**src/rtl/pdm_mic.sv**
```systemverilog
// pdm_mic: PDM microphone receiver on the iomem peripheral bus.
//
// Generates the microphone bit clock and decimates the 1-bit PDM stream into
// signed 16-bit PCM samples with a ones-count boxcar filter. Samples go into
// a FIFO that the CPU drains through memory-mapped registers.
//
// Ports:
//   clk, reset          system clock, synchronous active-high reset
//   iomem_valid         bus request (address decode done outside)
//   iomem_wstrb[3:0]    byte write strobes, all zero = read
//   iomem_addr[31:0]    only [3:2] decoded: 0 CTRL, 1 STATUS, 2 DATA, 3 none
//   iomem_wdata[31:0]   write data
//   iomem_rdata[31:0]   registered read data, zero when iomem_ready is low
//   iomem_ready         single-cycle acknowledge
//   mic_clk             PDM bit clock to the microphone
//   mic_data            PDM data from the microphone (asynchronous)
//   irq                 FIFO level interrupt
//
// Optional feature macro: PDM_MIC_IRQ_EN (enables irq and the CTRL irq_en bit).
module pdm_mic #(
  parameter int CLK_DIV    = 8,
  parameter int DECIM      = 64,
  parameter int FIFO_DEPTH = 16
) (
  input  logic        clk,
  input  logic        reset,
  input  logic        iomem_valid,
  input  logic [3:0]  iomem_wstrb,
  input  logic [31:0] iomem_addr,
  input  logic [31:0] iomem_wdata,
  output logic [31:0] iomem_rdata,
  output logic        iomem_ready,
  output logic        mic_clk,
  input  logic        mic_data,
  output logic        irq
);

  localparam int DIV_W = (CLK_DIV > 1) ? $clog2(CLK_DIV) : 1;
  localparam int LOG_D = $clog2(DECIM);
  localparam int CNT_W = LOG_D + 1;
  localparam int SHIFT = 15 - LOG_D;
  localparam int AW    = $clog2(FIFO_DEPTH);

  typedef enum logic [1:0] {
    REG_CTRL   = 2'd0,
    REG_STATUS = 2'd1,
    REG_DATA   = 2'd2,
    REG_NONE   = 2'd3
  } reg_sel_e;

  reg_sel_e         sel;
  logic             access, wr, rd, ctrl_wr, clr;
  logic             ctrl_en, irq_en_r;
  logic [31:0]      rd_val;

  logic             sync1, sync2;
  logic [DIV_W-1:0] div_cnt;
  logic             div_wrap, fall;
  logic [CNT_W-1:0] ones, bit_cnt;
  logic             push;
  logic [31:0]      wide;
  logic [15:0]      sample;

  logic [15:0]      mem [FIFO_DEPTH];
  logic [AW-1:0]    wptr, rptr;
  logic [AW:0]      count;
  logic             ovf, empty, full, pop, do_push, do_pop;

  // ---------------- bus decode ----------------
  assign sel     = reg_sel_e'(iomem_addr[3:2]);
  // The access (read capture and all side effects) happens on the edge that
  // raises iomem_ready, so its effects are visible during the ready cycle.
  assign access  = iomem_valid && !iomem_ready;
  assign wr      = access && (iomem_wstrb != 4'b0000);
  assign rd      = access && (iomem_wstrb == 4'b0000);
  assign ctrl_wr = wr && (sel == REG_CTRL);
  assign clr     = ctrl_wr && iomem_wdata[1];

  assign empty   = (count == '0);
  assign full    = (count == (AW+1)'(FIFO_DEPTH));
  assign pop     = rd && (sel == REG_DATA) && !empty;
  assign do_pop  = pop && !clr;
  assign do_push = push && !clr && (!full || do_pop);

  always_comb begin
    rd_val = '0;
    unique case (sel)
      REG_CTRL:   rd_val = {29'b0, irq_en_r, 1'b0, ctrl_en};
      REG_STATUS: rd_val = {21'b0, ovf, full, empty, 8'(count)};
      REG_DATA:   rd_val = empty ? 32'h0 : {16'h0, mem[rptr]};
      REG_NONE:   rd_val = '0;
    endcase
  end

  // ---------------- PDM front end ----------------
  assign div_wrap = (div_cnt == DIV_W'(CLK_DIV - 1));
  assign fall     = div_wrap && mic_clk;
  // A word completes one cycle after its last bit was counted.
  assign push     = ctrl_en && (bit_cnt == CNT_W'(DECIM));

  always_comb begin
    wide   = ((32'(ones) << 1) - 32'(DECIM)) << SHIFT;
    sample = (ones == CNT_W'(DECIM)) ? 16'h7FFF : wide[15:0];
  end

  always_ff @(posedge clk) begin
    if (reset) begin
      sync1   <= 1'b0;
      sync2   <= 1'b0;
      div_cnt <= '0;
      mic_clk <= 1'b0;
      ones    <= '0;
      bit_cnt <= '0;
    end else begin
      sync1 <= mic_data;
      sync2 <= sync1;
      if (!ctrl_en) begin
        div_cnt <= '0;
        mic_clk <= 1'b0;
        ones    <= '0;
        bit_cnt <= '0;
      end else begin
        if (div_wrap) begin
          div_cnt <= '0;
          mic_clk <= ~mic_clk;
        end else begin
          div_cnt <= div_cnt + 1'b1;
        end
        if (push) begin
          ones    <= '0;
          bit_cnt <= '0;
        end else if (fall) begin
          bit_cnt <= bit_cnt + 1'b1;
          ones    <= ones + CNT_W'(sync2);
        end
      end
    end
  end

  // ---------------- bus registers and FIFO control ----------------
  always_ff @(posedge clk) begin
    if (reset) begin
      iomem_ready <= 1'b0;
      iomem_rdata <= '0;
      ctrl_en     <= 1'b0;
      wptr        <= '0;
      rptr        <= '0;
      count       <= '0;
      ovf         <= 1'b0;
    end else begin
      iomem_ready <= access;
      iomem_rdata <= access ? rd_val : '0;
      if (ctrl_wr) ctrl_en <= iomem_wdata[0];
      if (clr) begin
        wptr  <= '0;
        rptr  <= '0;
        count <= '0;
        ovf   <= 1'b0;
      end else begin
        if (do_push) wptr <= wptr + 1'b1;
        if (do_pop)  rptr <= rptr + 1'b1;
        if (do_push && !do_pop)      count <= count + 1'b1;
        else if (!do_push && do_pop) count <= count - 1'b1;
        if (push && !do_push) ovf <= 1'b1;
      end
    end
  end

  always_ff @(posedge clk) begin
    if (do_push) mem[wptr] <= sample;
  end

  // ---------------- interrupt ----------------
`ifdef PDM_MIC_IRQ_EN
  logic irq_r;
  always_ff @(posedge clk) begin
    if (reset) begin
      irq_en_r <= 1'b0;
      irq_r    <= 1'b0;
    end else begin
      if (ctrl_wr) irq_en_r <= iomem_wdata[2];
      irq_r <= irq_en_r && ((count >= (AW+1)'(FIFO_DEPTH / 2)) || ovf);
    end
  end
  assign irq = irq_r;
`else
  assign irq_en_r = 1'b0;
  assign irq      = 1'b0;
`endif

  logic unused_bits;
  assign unused_bits = ^{iomem_addr[31:4], iomem_addr[1:0], iomem_wdata[31:2], wide[31:16]};

endmodule
```
**config.mk**
```make
export PLATFORM = sky130hd
export DESIGN_NAME = pdm_mic
export DESIGN_NICKNAME = d
export VERILOG_FILES = /design/src/rtl/pdm_mic.sv
export SDC_FILE = /design/constraint.sdc
export NUM_CORES = 1
export LEC_CHECK = 0
export CELL_PAD_IN_SITES_DETAIL_PLACEMENT = 1
export CELL_PAD_IN_SITES_GLOBAL_PLACEMENT = 2
export CORE_UTILIZATION = 37
export CTS_CLUSTER_SIZE = 14
export DETAILED_ROUTE_END_ITERATION = 10
export PLACE_DENSITY = 0.84
export SETUP_SLACK_MARGIN = 0.1
export SLEW_MARGIN = 25
export SYNTH_ARGS = -nofsm -noshare
export SYNTH_HDL_FRONTEND = slang
export SYNTH_SLANG_ARGS = --single-unit
```
**constraint.sdc**
```tcl
create_clock -name clk -period 4.7 [get_ports clk]
set_input_delay 0.94 -clock clk [delete_from_list [all_inputs] [get_ports clk]]
set_output_delay 0.94 -clock clk [all_outputs]
set_load 0.02 [all_outputs]
```
[Yosys cells after proc, flatten, opt, wreduce, memory -nomap -nowiden]
Memory sizes are Yosys's and may differ from the RTL's. A register that Yosys moved wholly into a read port is not among the register bits.
Cells that the tools add are included.
Word-level totals
  register bits after elaboration: 68
  bits in latches: 0
  bits in writable memories: 256
  ROM bits: 0
  output and inout port bits: 35
  word-level logic and storage cells: 73
  memories: 1
Memory list
  mem: words 16, bits a word 16, read ports 1, clocked after memory_dff 1, wr ports 1, line 64  | logic [15:0] mem [FIFO_DEPTH];
Operators by class
  $add $sub $neg: 8
  multipliers: 0
  divide/modulo/power cells: 0
  order comparisons: 0
  equal/unequal tests: 7
  shifts and indexed selects: 0
  multiplexer cells: 9
  bitwise operators: 3
  reductions and logical operators: 32
Operators by type and width (number)
  32-bit case mux with 4 select lines: 1
  16-bit two-way mux: 2
  1-bit logical AND: 15
  7-bit == test (second input constant): 2
  5-bit two-way mux: 2
  4-bit by 1-bit adder with 4-bit output (second input constant): 2
  4-bit two-way mux: 2
  7-bit by 1-bit adder with 7-bit output: 1
  7-bit by 1-bit adder with 7-bit output (second input constant): 1
  7-bit subtractor (second input constant): 1
  1-bit zero test: 6
  2-bit OR reduction: 3
  3-bit OR reduction: 2
  5-bit by 1-bit adder with 5-bit output (second input constant): 1
  5-bit == test (second input constant): 1
  5-bit zero test: 1
  5-bit by 1-bit subtractor with 5-bit output (second input constant): 1
  2-bit == test (second input constant): 2
  4-bit zero test: 1
  4-bit nonzero test: 1
  3-bit by 1-bit adder with 3-bit output (second input constant): 1
  3-bit == test (second input constant): 1
  1-bit inverter: 3
  2-bit by 1-bit == test with 1-bit output (second input constant): 1
  4 further kinds: 5

[Logic depth before layout (Yosys ltp)]
Gate-level depths: netlist (run 1).
  depth after elaboration: 13
  mapped depth: 14
  depth with buffers taken out: 13

[Worst setup path after synthesis (run 1)]
Ideal clock, no wire load.
  path type: input -> register
  start point: input port iomem_valid
  end point: register count[4]
  library setup time: 121 ps
  arrival: 3521 ps
  required time: 4579 ps
  path slack: 1058 ps
  cell stages on the path: 12
  path buffers: 1
  cells stage by stage: and2b_2 a311o_1 and3_1 buf_6 ha_1 inv_1 ha_1 nor2b_1 o21a_1 or3_1 a21oi_1 mux2_2
Between the ends
  cells in the longest elaborated chain, start to end: 11
  elaborated cells between the ends (all ways): 19
  classes of those cells: mux: 1; reduce/logical: 18
RTL lines
  start: declaration: line 27  | input logic iomem_valid,
  1-bit logical AND *: line 73  | assign access = iomem_valid && !iomem_ready;
  1-bit logical AND: line 74  | assign wr = access && (iomem_wstrb != 4'b0000);
  1-bit logical AND: line 76  | assign ctrl_wr = wr && (sel == REG_CTRL);
  1-bit logical AND: line 77  | assign clr = ctrl_wr && iomem_wdata[1];
  1-bit zero test: line 82, 83
  1-bit logical AND: line 82  | assign do_pop = pop && !clr;
  1-bit logical OR: line 83  | assign do_push = push && !clr && (!full || do_pop);
  1-bit logical AND *: line 83
  named net do_push: line 67  | logic ovf, empty, full, pop, do_push, do_pop;
  1-bit zero test: line 163  | else if (!do_push && do_pop) count <= count - 1'b1;
  1-bit logical AND: line 163
  2-bit nonzero test (no line)
  end signal: assignment: line 162  | if (do_push && !do_pop) count <= count + 1'b1;
  end signal: assignment: line 163
  end: declaration: line 66  | logic [AW:0] count;
Mark *: on every way through the listed nets, which the timed path passes. The rest lies on a longest branch.
A chain may end at the register's enable or synchronous reset.

[Worst setup path after layout (run 1)]
  start point: input port iomem_wstrb[3]
  end point: register count[4]
Between the ends
  cells in the longest elaborated chain, start to end: 11
  elaborated cells between the ends (all ways): 20
  classes of those cells: mux: 1; reduce/logical: 19
RTL lines
  start: declaration: line 28  | input logic [3:0] iomem_wstrb,
  4-bit nonzero test: line 74
  1-bit logical AND: line 74
  1-bit logical AND: line 76
  1-bit logical AND: line 77
  1-bit zero test: line 82, 83
  1-bit logical AND: line 82
  1-bit logical OR: line 83
  1-bit logical AND: line 83
  1-bit zero test: line 163
  1-bit logical AND: line 163
  2-bit nonzero test (no line)
Parallel ways exist; a longest one is shown, timed or not.

==> reports/qor_table.md, run 1 <==
| Parameter | Reported | Unit |
|---|---|---|
| Floorplan die height | 138.2 | um |
| Sinks on Clock Net | 166 | - |
| Startpoint types | input pin | - |
| Count of buffer and inverter cells on the critical path | 2 | - |
| Area of the core | 18090 | um^2 |
| Post-route clock period utilization | 0.8221 | - |
| Outcome | finished with violations | - |
| Via count of the routed design | 3843 | - |
| Row count | 49 | - |
| Slew at the pin with the worst max-slew slack | 0.9193 | ns |
| Global-route wire length before repair | 22.06 | mm |
| Type of the worst min-delay path | flop to flop | - |
| TritonCTS clock tree | done | - |
| Antenna violations before repair | 0 | - |
| CP most frequent cell | ha_1 | - |
| Worst Setup Path Type | input pin to flop | - |
| Launch point of the critical path | iomem_wstrb[3] | - |
| Routed length per instance | 18.06 | um |
| Top cells by area, synth | edfxtp_1 49%, dfxtp_1 16%, mux4_2 7.9% | - |
| Number of storage elements in the synthesis netlist | 166 | - |
| Cell count after synthesis | 480 | - |
| Total number of nets in the final design | 601 | - |
| Min-delay src | div_cnt[0] | - |
| Final Hold Viols | 0 | - |
| Largest fanout on the critical path | 6 | - |
| Post-detailed-routing wire length | 13.62 | mm |
| Via count of the first global-routing pass | 4072 | - |
| Category of the worst setup path capture point | flop | - |
| TritonCTS buffer count | 17 | - |
| Dominant register cell in the synthesized netlist | edfxtp_1 | - |
| Share of post-route cells with drive strength above 1 | 0.1390 | - |
| Max-slew violation count | 0 | - |
| Power density of the placed cells | 360.7 | nW/um^2 |
| Number of filler instances in the final layout | 1791 | - |
| Total global-route track usage | 0.1540 | - |
| Number of vias per cell after detailed routing | 5.097 | - |
| Die footprint | 19110 | um^2 |
| Area occupied by registers | 4449 | um^2 |
| Number of max-cap violations | 0 | - |
| Starting utilization of the core area | 0.3797 | - |
| Total met2 wirelength after detailed routing | 7.103 | mm |
| Library cell occupying the most area in the post-synthesis netlist | edfxtp_1 | - |
| Slowest CP cell | nor4_1 | - |
| Floorplan die width | 138.2 | um |
| Number of optimization iterations in the first detailed-route pass | 9 | - |
| Clock Tree Root | clkbuf_16 | - |
| Shortest period the worst path allows | 3.864 | ns |
| Post-synthesis cell area | 6868 | um^2 |
| Pre-CTS setup slack | 0.4152 | ns |
| Clock transition at the register clock pins on the worst setup and hold paths after CTS | 0.06 | ns |
| Cell-by-cell listing of the critical path | clkdlybuf4s50_1 -> nor4_1 -> a311o_1 -> and3_1 -> ha_1 -> inv_1 -> ha_1 -> nor2b_1 -> o21a_1 -> or3_1 -> a21oi_1 -> mux2_2 | - |
| Port bufs | 29 | - |
| Growth of design area from synthesis to finish | 14.36 | % |
| Reported leakage power | 2.805 | nW |
| Max Buffers Root-to-Sink | 2 | - |
| Most frequent cells in the layout | 112 x edfxtp_1, 52 x dfxtp_1, 47 x nor2_1 | - |
| Metal-1 WL | 5.849 | mm |
| Relative slew slack | 0.3849 | - |
| Most common cell after layout, fill and taps aside | edfxtp_1 | - |
| Yosys synthesis warning count | 0 | - |
| Initial detailed-routing violation count | 357 | - |
| Failing checks | design-rule violations | - |
| CTS H-tree lvls | 4 | - |
| Hold buffer count at CTS | 0 | - |
| Data arrival time of the critical path | 4.18 | ns |
| EDFF count, synth | 112 | - |
| Buffer count from post-CTS setup fixing | 0 | - |
| Antenna fix cells | 0 | - |
| Reg-to-reg critical path startpoint | count[0] | - |
| Setup violations, final | 0 | - |
| RSZ-0062 raised after global routing | false | - |
| Required arrival time at the worst endpoint | 5.01 | ns |
| Detail Placement HPWL | 9.296 | mm |
| Worst Slack Setup Final | 0.8361 | ns |
| Count of unique library cells instantiated by Yosys | 52 | - |
| Total negative slack for setup checks | 0 | ns |
| I/O pin count | 107 | - |
| Area taken by multi-input logic gates | 2200 | um^2 |
| Maximum number of pins on one net before global-route repair | 34 | - |
| Number of routed nets with antenna violations | 0 | - |
| Portion of synthesized cell area occupied by the leading cell type | 0.4897 | - |
| Count of cells resized by post-cts repair | 0 | - |
| Top layer used by detailed routing | met4 | - |
| Worst vdd rail ir drop | 213.3 | uV |
| Dominant delay contributor by cell family on the critical path | simple AND/OR/NAND/NOR gates | - |
| Async set-reset flop share out of synthesis | 0 | - |
| Later-pin clock latency in the skew report | 0.43 | ns |
| Final design utilization | 0.4342 | - |
| Overflow after GRT | 0 | - |
| Average cell area after synthesis | 14.31 | um^2 |
| Number of DRC violations after detailed routing | 8 | - |
| Total power | 0.002833 | W |
| Final estimated routing congestion in global placement | 0.6967 | - |
| Post-layout instance area | 7854 | um^2 |
| Maximum achievable frequency | 0.2588 | GHz |
| Register area share after synthesis | 0.6471 | - |
| Slowest stage delay, CP | 0.43 | ns |
| Placed Area | 7327 | um^2 |
| Layout Skew | 0.01290 | ns |
| Met3 wire length | 443 | um |
worst paths after layout:
| kind | cells past startpoint | endpoint | slack (ns) |
|---|---|---|---|
| worst max-delay path | 12 | count[4] | 0.84 |
| worst min register to register | 1 | div_cnt[0] | 0.43 |
| worst max register to register | 11 | count[4] | 1.21 |
| worst min-delay path | 1 | div_cnt[0] | 0.43 |
metal layers:
metal | vias up | global-route usage
li1 | 1806 | -
met1 | 1944 | 0.1835
met2 | 79 | 0.2658
met3 | 14 | 0.03810
met4 | 0 | 0.06564
met5 | - | 0
flip-flops by register name, indices dropped and copies added, names as in the netlist, named ones only:
name	cells
wptr	4
mic_clk	1
iomem_ready	1
ovf	1
rptr	4
ones	7
ctrl_en	1
sync2	1
div_cnt	3
count	5
mem	112
sync1	1
iomem_rdata	14
bit_cnt	7
worst register-to-register path: stages, from the launching register on:
cell	delay [ns]
dfxtp_1	0.35
or4_4	0.58
a311o_1	0.43
and3_1	0.25
ha_1	0.26
inv_1	0.14
ha_1	0.26
nor2b_1	0.14
o21a_1	0.17
or3_1	0.30
a21oi_1	0.16
mux2_2	0.34
kinds of logic (layout without fill, tap and decap cells):
family                   count (synthesis)  in the layout  synth area share
other                                    1             17         0.0005460
buffers and inverters                   51             80           0.04136
AND/OR/NAND/NOR                        137            137            0.1075
multiplexers                            40             40            0.1026
AO/OA/AOI/OAI                           51             51           0.04719
flip-flops                             166            166            0.6471
adder cells (fa/ha/maj)                 17             17           0.03206
XOR/XNOR                                17             17           0.02168
area by class of cell:
| type | count | share of cell area |
|---|---|---|
| flip-flops and latches | 166 | 0.5665 |
| multi-input cells | 279 | 0.2801 |
| clock buffers | 23 | 0.05703 |
| repair buffers | 37 | 0.04461 |
| well taps | 229 | 0.03648 |
| clock inverters | 9 | 0.01004 |
| inverters | 11 | 0.005257 |
synthesized netlist by cell type, types with 2 or more instances:
master	n
nand4b_1	2
nand4_1	4
ha_1	16
or3_1	5
mux2i_1	13
nand2b_1	16
nor2b_1	13
buf_4	21
buf_2	5
mux4_2	24
nor3_1	5
dfxtp_1	54
o21ai_0	10
buf_1	2
mux2_2	3
inv_1	11
and3_1	2
nand2_4	4
clkbuf_1	11
a211oi_1	10
and2_1	3
or2_2	2
nand2_1	15
nor4_1	3
xnor2_1	5
a2111oi_0	2
nor2_1	47
edfxtp_1	112
nand3_1	7
a21oi_1	20
xor2_1	12
power by group:
group	internal [W]	switching, W
Sequential	0.00154	0.000000961
Combinational	0.0000146	0.0000262
Clock	0.000724	0.000526
stage by stage:
step,instances,hold slack (ns)
4_1_cts,754,0.4397
3_3_place_gp,722,0.4136
2_1_floorplan,496,0.4043
3_5_place_dp,722,0.4281
6_report,754,0.4325
5_1_grt,754,0.4615
Note: power is estimated with default switching activity, not from simulation.
==> run 2, diff against run 1 <==
- clock period: 4.7 -> 3.99 ns (I/O delays scaled with it)
==> reports/qor_table.md, run 2 (same netlist as run 1, synthesis figures left out) <==
| Parameter | Reported | Unit |
|---|---|---|
| Outcome | finished with violations | - |
| Failing checks | design-rule violations | - |
| Antenna violations before repair | 0 | - |
| Maximum number of pins on one net before global-route repair | 29 | - |
| Via count of the first global-routing pass | 4265 | - |
| Biggest regs | mem: 112 flops, iomem_rdata: 14 flops | - |
| Initial detailed-routing violation count | 277 | - |
| Clock transition at the register clock pins on the worst setup and hold paths after CTS | 0.06 | ns |
| Largest fanout on the critical path | 2 | - |
| RSZ-0062 raised after global routing | false | - |
| Required arrival time at the worst endpoint | 4.31 | ns |
| I/O pin count | 107 | - |
| Area of the core | 18090 | um^2 |
| Layout Skew | 0.009981 | ns |
| Flip-flop count of the largest register, all copies and words added | 112 | - |
| Final estimated routing congestion in global placement | 0.7543 | - |
| TritonCTS buffer count | 17 | - |
| Share of post-route cells with drive strength above 1 | 0.1774 | - |
| TritonCTS clock tree | done | - |
| Antenna fix cells | 0 | - |
| Data arrival time of the critical path | 3.84 | ns |
| Startpoint types | input pin | - |
| Via count of the routed design | 3898 | - |
| Floorplan die height | 138.2 | um |
| Setup violations, final | 0 | - |
| Reported leakage power | 2.935 | nW |
| Max-slew violation count | 0 | - |
| Number of routed nets with antenna violations | 0 | - |
| Post-layout instance area | 8050 | um^2 |
| Total global-route track usage | 0.1620 | - |
| Die footprint | 19110 | um^2 |
| Power density of the placed cells | 440.3 | nW/um^2 |
| Row count | 49 | - |
| Later-pin clock latency in the skew report | 0.44 | ns |
| Worst Setup Path Type | input pin to flop | - |
| Number of optimization iterations in the first detailed-route pass | 7 | - |
| Final design utilization | 0.4451 | - |
| Number of DRC violations after detailed routing | 9 | - |
| Number of max-cap violations | 0 | - |
| Final Hold Viols | 0 | - |
| Growth of design area from synthesis to finish | 17.22 | % |
| Total negative slack for setup checks | 0 | ns |
| Type of the worst min-delay path | flop to flop | - |
| Post-route clock period utilization | 0.8827 | - |
| Starting utilization of the core area | 0.3797 | - |
| Total number of nets in the final design | 617 | - |
| Post-detailed-routing wire length | 14.27 | mm |
| Placed Area | 7443 | um^2 |
| Relative slew slack | 0.4941 | - |
| Worst vdd rail ir drop | 268.1 | uV |
| Top register by number of flip-flops | mem | - |
| Max Buffers Root-to-Sink | 2 | - |
| Overflow after GRT | 0 | - |
| Global-route wire length before repair | 23.10 | mm |
| Most frequent cells in the layout | 112 x edfxtp_1, 53 x dfxtp_1, 46 x nor2_1 | - |
| Routed length per instance | 18.53 | um |
| Number of filler instances in the final layout | 1798 | - |
| Floorplan die width | 138.2 | um |
| Setup slack of the most critical reg-to-reg path | 0.65 | ns |
| Number of vias per cell after detailed routing | 5.062 | - |
| Maximum achievable frequency | 0.2839 | GHz |
| Detail Placement HPWL | 9.605 | mm |
| Sinks on Clock Net | 166 | - |
| Buffer count from post-CTS setup fixing | 0 | - |
| Category of the worst setup path capture point | flop | - |
| Count of cells resized by post-cts repair | 0 | - |
| Most common cell after layout, fill and taps aside | edfxtp_1 | - |
| Port bufs | 29 | - |
| Clock Tree Root | clkbuf_16 | - |
| Hold buffer count at CTS | 0 | - |
| Slew at the pin with the worst max-slew slack | 0.7589 | ns |
| Shortest period the worst path allows | 3.522 | ns |
| CTS H-tree lvls | 4 | - |
==> run 2: area by class of cell <==
| type | count | area (um^2) | share of cell area |
|---|---|---|---|
| flip-flops and latches | 166 | 4446 | 0.5522 |
| multi-input cells | 279 | 2202 | 0.2735 |
| repair buffers | 53 | 470.5 | 0.05844 |
| clock buffers | 18 | 429.2 | 0.05331 |
| well taps | 229 | 286.5 | 0.03559 |
| clock inverters | 14 | 175.2 | 0.02176 |
| inverters | 11 | 41.29 | 0.005129 |
==> run 2: stage by stage <==
step | hold slack (ns) | setup slack [ns] | total power (W) | instances
floorplan | 0.4043 | 0.4900 | 0.001895 | 496
global placement | 0.4146 | 0.05707 | 0.001902 | 738
detailed placement | 0.4270 | 0.01760 | 0.001903 | 738
CTS | 0.4365 | 0.4536 | 0.003577 | 770
global route | 0.4681 | 0.2990 | 0.003645 | 770
finish | 0.4342 | 0.4681 | 0.003544 | 770
==> run 2: critical path: stages <==
cell and delay (ns):
clkdlybuf4s50_1 0.42, or4_1 0.55, nand4_1 0.13, and3_1 0.21
ha_1 0.21, inv_1 0.07, ha_1 0.29, nor2b_1 0.14
o21a_1 0.17, or3_1 0.30, a21oi_1 0.19, mux2_2 0.35
==> run 2: per-layer routing <==
metal / GRT usage / wire (um)
met1: 0.1884 / 6087
met5: 0 / 0
met3: 0.04572 / 491
met2: 0.2889 / 7532
met4: 0.05086 / 157
==> run 2: final timing paths <==
kind	start	to	cells past startpoint
worst max-delay path	iomem_wstrb[3]	count[4]	12
worst min-delay path	div_cnt[0]	div_cnt[0]	1
worst max register to register	bit_cnt[0]	count[4]	13
worst min register to register	div_cnt[0]	div_cnt[0]	1
==> run 2: power breakdown <==
part	total (W)	internal (W)	leakage [nW]	switching, W
Combinational	0.0000487	0.0000182	1.00	0.0000306
Sequential	0.00182	0.00182	1.64	0.00000114
Clock	0.00168	0.000992	0.293	0.000688
Total	0.00354	0.00282	2.94	0.000720
==> run 3, diff against run 2 <==
--- a/config.mk
+++ b/config.mk
@@ -13,4 +13,5 @@
 export PLACE_DENSITY = 0.84
 export SETUP_SLACK_MARGIN = 0.1
+export SKIP_LAST_GASP = 1
 export SLEW_MARGIN = 25
 export SYNTH_ARGS = -nofsm -noshare
==> constraint.sdc (replaced) <==
create_clock -name clk -period 3.99 [get_ports clk]
set_input_delay 0.798 -clock clk [delete_from_list [all_inputs] [get_ports clk]]
set_output_delay 0.798 -clock clk [all_outputs]
set_load 0.01 [all_outputs]
==> results of run 3 <==
Same layout as run 2 (identical final DEF). Status: finished with violations: design-rule violations.
Among the figures that moved: total power 0.003544 W -> 0.003537 W
